===== src/rtl/apb_timer_slave_if.sv =====
// rtl/apb_timer_slave_if.sv - APB bus bundle between the core's APB master and the timer completer
interface apb_timer_slave_if;
  logic [9:0]  paddr;
  logic        psel;
  logic        penable;
  logic        pwrite;
  logic [15:0] pwdata;
  logic [1:0]  peripheral_select;
  logic [15:0] prdata;
  logic        pready;

  modport master (
    output paddr, psel, penable, pwrite, pwdata, peripheral_select,
    input  prdata, pready
  );

  modport slave (
    input  paddr, psel, penable, pwrite, pwdata, peripheral_select,
    output prdata, pready
  );
endinterface


===== src/rtl/apb_timer_slave.sv =====
// rtl/apb_timer_slave.sv - APB completer with wait states and a 4-register down-counting timer
module apb_timer_slave #(
  parameter logic [1:0]  SLAVE_ID    = 2'd1,
  parameter int unsigned WAIT_STATES = 0,
  parameter logic [15:0] RESET_LOAD  = 16'hFFFF
) (
  input  logic              pclk,
  input  logic              preset,
  apb_timer_slave_if.slave  bus,
  output logic              irq
);

  typedef enum logic {IDLE, ACCESS} state_t;

  localparam logic [3:0] WS = WAIT_STATES[3:0];

  state_t      state_q, state_d;
  logic [3:0]  wcnt_q, wcnt_d;
  logic [2:0]  ctrl_q, ctrl_d;
  logic [15:0] load_q, load_d;
  logic [15:0] count_q, count_d;
  logic        expired_q, expired_d;

  logic        sel;
  logic        pready_w;
  logic        commit;
  logic        wr_commit;
  logic        expire;
  logic [15:0] rdata;

  assign sel       = bus.psel & (bus.peripheral_select == SLAVE_ID);
  assign pready_w  = (state_q == ACCESS) & (wcnt_q == 4'd0);
  assign commit    = pready_w & sel & bus.penable;
  assign wr_commit = commit & bus.pwrite;
  assign expire    = ctrl_q[0] & (count_q == 16'd0);

  always_comb begin
    state_d = state_q;
    wcnt_d  = wcnt_q;
    case (state_q)
      IDLE: begin
        if (sel && !bus.penable) begin
          state_d = ACCESS;
          wcnt_d  = WS;
        end
      end
      ACCESS: begin
        // Losing select mid-transfer aborts without committing anything.
        if (!sel) begin
          state_d = IDLE;
          wcnt_d  = 4'd0;
        end else if (commit) begin
          state_d = IDLE;
        end else if (wcnt_q != 4'd0) begin
          wcnt_d = wcnt_q - 4'd1;
        end
      end
      default: begin
        state_d = IDLE;
        wcnt_d  = 4'd0;
      end
    endcase
  end

  always_comb begin
    ctrl_d    = ctrl_q;
    load_d    = load_q;
    count_d   = count_q;
    expired_d = expired_q;

    if (ctrl_q[0]) begin
      if (count_q != 16'd0) begin
        count_d = count_q - 16'd1;
      end else begin
        expired_d = 1'b1;
        if (ctrl_q[1]) begin
          count_d = load_q;
        end else begin
          ctrl_d[0] = 1'b0;
        end
      end
    end

    // Bus writes override the timer update; only an expiry beats a W1C.
    if (wr_commit) begin
      case (bus.paddr[1:0])
        2'd0: ctrl_d = bus.pwdata[2:0];
        2'd1: begin
          load_d  = bus.pwdata;
          count_d = bus.pwdata;
        end
        2'd2: count_d = bus.pwdata;
        2'd3: begin
          if (bus.pwdata[0] && !expire) begin
            expired_d = 1'b0;
          end
        end
        default: ;
      endcase
    end
  end

  always_comb begin
    rdata = 16'h0000;
    if (pready_w && !bus.pwrite) begin
      case (bus.paddr[1:0])
        2'd0:    rdata = {13'd0, ctrl_q};
        2'd1:    rdata = load_q;
        2'd2:    rdata = count_q;
        2'd3:    rdata = {15'd0, expired_q};
        default: rdata = 16'h0000;
      endcase
    end
  end

  assign bus.prdata = rdata;
  assign bus.pready = pready_w;
  assign irq        = expired_q & ctrl_q[2];

  always_ff @(posedge pclk or negedge preset) begin
    if (!preset) begin
      state_q   <= IDLE;
      wcnt_q    <= 4'd0;
      ctrl_q    <= 3'd0;
      load_q    <= RESET_LOAD;
      count_q   <= RESET_LOAD;
      expired_q <= 1'b0;
    end else begin
      state_q   <= state_d;
      wcnt_q    <= wcnt_d;
      ctrl_q    <= ctrl_d;
      load_q    <= load_d;
      count_q   <= count_d;
      expired_q <= expired_d;
    end
  end

endmodule


===== src/flat_wrapper.sv =====
// flat-port wrapper written by rule: the top's interface ports become plain ports
module apb_timer_slave_flat 
#(
  parameter logic [1:0]  SLAVE_ID    = 2'd1,
  parameter int unsigned WAIT_STATES = 0,
  parameter logic [15:0] RESET_LOAD  = 16'hFFFF
)
  (pclk, preset, irq, bus_paddr, bus_psel, bus_penable, bus_pwrite, bus_pwdata, bus_peripheral_select, bus_prdata, bus_pready);
  apb_timer_slave_if bus_i ();
  input  logic pclk;
  input  logic preset;
  output logic irq;
  input wire logic [$bits(bus_i.paddr)-1:0] bus_paddr;
  input wire logic [$bits(bus_i.psel)-1:0] bus_psel;
  input wire logic [$bits(bus_i.penable)-1:0] bus_penable;
  input wire logic [$bits(bus_i.pwrite)-1:0] bus_pwrite;
  input wire logic [$bits(bus_i.pwdata)-1:0] bus_pwdata;
  input wire logic [$bits(bus_i.peripheral_select)-1:0] bus_peripheral_select;
  output wire logic [$bits(bus_i.prdata)-1:0] bus_prdata;
  output wire logic [$bits(bus_i.pready)-1:0] bus_pready;
  assign bus_i.paddr = bus_paddr;
  assign bus_i.psel = bus_psel;
  assign bus_i.penable = bus_penable;
  assign bus_i.pwrite = bus_pwrite;
  assign bus_i.pwdata = bus_pwdata;
  assign bus_i.peripheral_select = bus_peripheral_select;
  assign bus_prdata = bus_i.prdata;
  assign bus_pready = bus_i.pready;
  apb_timer_slave #(.SLAVE_ID(SLAVE_ID), .WAIT_STATES(WAIT_STATES), .RESET_LOAD(RESET_LOAD)) u_core (.pclk(pclk), .preset(preset), .bus(bus_i), .irq(irq));
endmodule

===== config.mk =====
export PLATFORM = sky130hd
export DESIGN_NAME = apb_timer_slave_flat
export DESIGN_NICKNAME = d
export VERILOG_FILES = /design/src/rtl/apb_timer_slave_if.sv /design/src/rtl/apb_timer_slave.sv /design/src/flat_wrapper.sv
export SDC_FILE = /design/constraint.sdc
export NUM_CORES = 1
export LEC_CHECK = 0
export ABC_AREA = 1
export CAP_MARGIN = 20
export CORE_MARGIN = 5
export CORE_UTILIZATION = 49
export CTS_CLUSTER_SIZE = 14
export DETAILED_ROUTE_END_ITERATION = 8
export PLACE_DENSITY_LB_ADDON = 0.15
export SLEW_MARGIN = 10
export SYNTH_ARGS = -nofsm -noshare
export SYNTH_HDL_FRONTEND = slang
export SYNTH_SLANG_ARGS = --single-unit

===== constraint.sdc =====
create_clock -name pclk -period 1.8 [get_ports pclk]
set_clock_uncertainty 0.2 [all_clocks]
set_input_delay 0.18 -clock pclk [delete_from_list [all_inputs] [get_ports pclk]]
set_output_delay 0.18 -clock pclk [all_outputs]
set_load 0.005 [all_outputs]

==> impl_metrics.yaml <==
synth:
  synth.top_cell.area_share_pct: 27.1
  syn-cell-area_um2: 3100
  yosysMostFrequentCell: "nand2_1"
  syn_avg_cell_area_um2: 6.39
  synth_edf_count: 0
  syn-num-nets: 525
  synth_seq_cells: 41
  synthArstFlopShare_pct: 100
  yosysTopAreaCell: "dfstp_2"
  synthFlopType: "dfstp_2"
  yosys-top-cells-area: "dfstp_2 27%, nand2_1 26%, dfrtp_1 7.3%"
  ys_warn_count: 0
  yosysSeqAreaShare_pct: 34.4
  synth_cell_types: 33
  netlist_top_cells_count: "213 x nand2_1, 46 x inv_1, 37 x nand3_1"
  synthCells: 485
clocking:
  cts_tree: "yes"
  htree_levels: 2
  cts_root_buffer: "clkbuf_8"
  clkLatencyLatePin_ns: 0.30
  cts_inserted_buffers: 5
  clock_sinks: 41
  path_clk_slew_ns: 0.08
  clockBufferDepth: 2
cells_and_area:
  antenna_cells: 0
  drive_above_1_share_pct: 36.1
  final_core_util_pct: 72.6
  layout.nets: 632
  area_delta_synth_final_pct: 46.1
sta:
  setup_ws_ns: -0.449
  fin_hold_ws_ns: 0.171
  clock.fmax_mhz: 445
  fin_crit_ns: 2.25
  setup_viol: 45
  slew_headroom_pct: 80.6
  fin_crit_sh_pct: 125
  tightest_slew_ns: 0.289
  final-hold-violation-count: 0
  maxSlewViolCount: 0
  rsz0062_at_grt: "yes"
place:
  gp_congestion: 0.941
  place_hpwl_mm: 6.74
  dp_slack_ns: -0.635
  port_buffers: 42
routing:
  wl_mm: 10.0
  drt_first_pass_iters: 5
  drc: 0
  routed_via_density: 5.27
  route.vias.total: 3528
  drtAntennaViolNets: 0
  first_iter_violations: 249
  wl_per_cell_um: 15.0
setup_path:
  critPathMaxFanout: 3
  startpoint_type: "flip-flop"
  crit_top_cell: "inv_2"
  cp_cell_sequence: "inv_2 > ha_4 > inv_2 > nor3_4 > inv_2 > nor2_4 > buf_6 > nand2_4 > a311oi_2 > buf_2"
  critPathCaptureType: "output pin"
  ff2ff_setup_slack_ns: -0.18
  critPathRequiredTime_ns: 1.42
  crit_arrival_ns: 1.87
  path_delay_family: "buffers and inverters"
  slowest_delay_ns: 0.39
  cp_num_buf_inv: 5
  cp_slowest_cell: "dfrtp_1"
  criticalPathCategory: "flip-flop to output pin"
global_route:
  grt_antenna_before_repair: 0
  grt_start_max_net_pins: 42
  grt_overflow: 0
  grt_pass1_wl_mm: 16.5
  first_global_vias: 3533
  grtUsageTotal_pct: 26.6
die:
  die-area_um2: 8020
  design.core.area_um2: 6240
  rows: 29
  start_util_pct: 49.7
  num_io_pins: 51
  dieWidth_um: 89.5
  die-height_um: 89.5
run_status:
  violations: "setup timing"
  status: "finished with violations"
pwr:
  p_per_area_nw_per_um2: 575
  peakVddDrop_uv: 474
  p_leak_uw: 0.00222
min_path:
  hold_class: "primary input to asynchronous set/reset pin"
flow_run:
  drv_cap: 0
==> power by group <==
part | internal (µW) | leakage, µW | total (µW) | switching (µW)
registers | 1030 | 0.000448 | 1110 | 80.4
clock network | 313 | 0.0000455 | 646 | 332
logic | 375 | 0.00173 | 850 | 475
==> registers in the layout (all words and copies together), names as in the netlist <==
signal,flops
u_core.wcnt_q,4
u_core.expired_q,1
u_core.load_q,16
u_core.ctrl_q,3
u_core.state_q,1
u_core.count_q,16
==> worst register-to-register path, stage by stage (launching register included) <==
cell and delay, ns:
dfrtp_1 0.39, inv_2 0.10, ha_4 0.13, inv_2 0.04, nor3_4 0.12, buf_4 0.15
nand2_4 0.08, nor2_4 0.20, buf_4 0.15, buf_6 0.11, nand2_4 0.07, nand2_1 0.07
o21ai_1 0.05
==> final cells by class <==
class | count | area (µm²)
inverters | 52 | 203
fillers | 511 | 1710
well taps | 77 | 96.3
clock buffers | 8 | 90.1
flip-flops and latches | 41 | 1070
repair buffers | 116 | 1040
multi-input cells | 376 | 2040
==> layout by cell type (no fill, tap or decap), types with 10 or more instances in the layout <==
cell type	instances
buf_2	17
dfstp_2	32
clkdlybuf4s50_1	24
nor2_1	22
o21ai_0	10
o21ai_1	14
inv_2	10
nand3_1	30
nand2_1	206
buf_6	19
a21oi_2	17
inv_1	39
buf_4	49
==> routing by layer <==
metal	GRT usage (%)	up-vias	share of wire (%)
met5	0	-	0
met4	8.66	0	2.0
met3	3.13	19	5.5
met2	45.9	114	49
met1	34.5	1654	43
li1	-	1741	-
==> kinds of logic after synthesis <==
| kind of cell | share of synthesized area (%) |
|---|---|
| compound gates | 9.61 |
| simple gates | 43.0 |
| fa+ha+maj | 2.83 |
| xor+xnor | 0.848 |
| buf+inv | 9.37 |
| flops | 34.4 |
==> path summary, 6_finish.rpt <==
check / start / endpoint / cells past startpoint
max: u_core.wcnt_q[0] / bus_prdata[1] / 10
min: preset / u_core.wcnt_q[2] / 3
max reg2reg: u_core.wcnt_q[0] / u_core.ctrl_q[0] / 12
min reg2reg: u_core.load_q[14] / u_core.load_q[14] / 2
max in group asynchronous: preset / u_core.load_q[10] / 3
min in group pclk: bus_pwdata[7] / u_core.count_q[7] / 3
==> metrics by stage <==
step           power (µW)  area [µm²]  TNS [ns]  instances
2_1_floorplan        1500        3110         0        485
3_3_place_gp         1770        3990    -13.93        642
3_5_place_dp         1780        3990    -15.71        642
4_1_cts              2550        4400    -10.79        668
5_1_grt              2760        4530    -14.91        670
6_report             2600        4530     -9.65        670
==> repair_timing <==
action | 4_1_cts | 5_1_grt
setup buffers | 17 | 6
gates cloned | 2 | 2
resized for setup | 148 | 35
pin swaps | 16 | 12
setup endpoints to repair | 37 | 57
endpoints found under the hold margin | 41 | 0
hold buffers | 1 | 0
No activity file was read; power rests on OpenSTA's default activity.
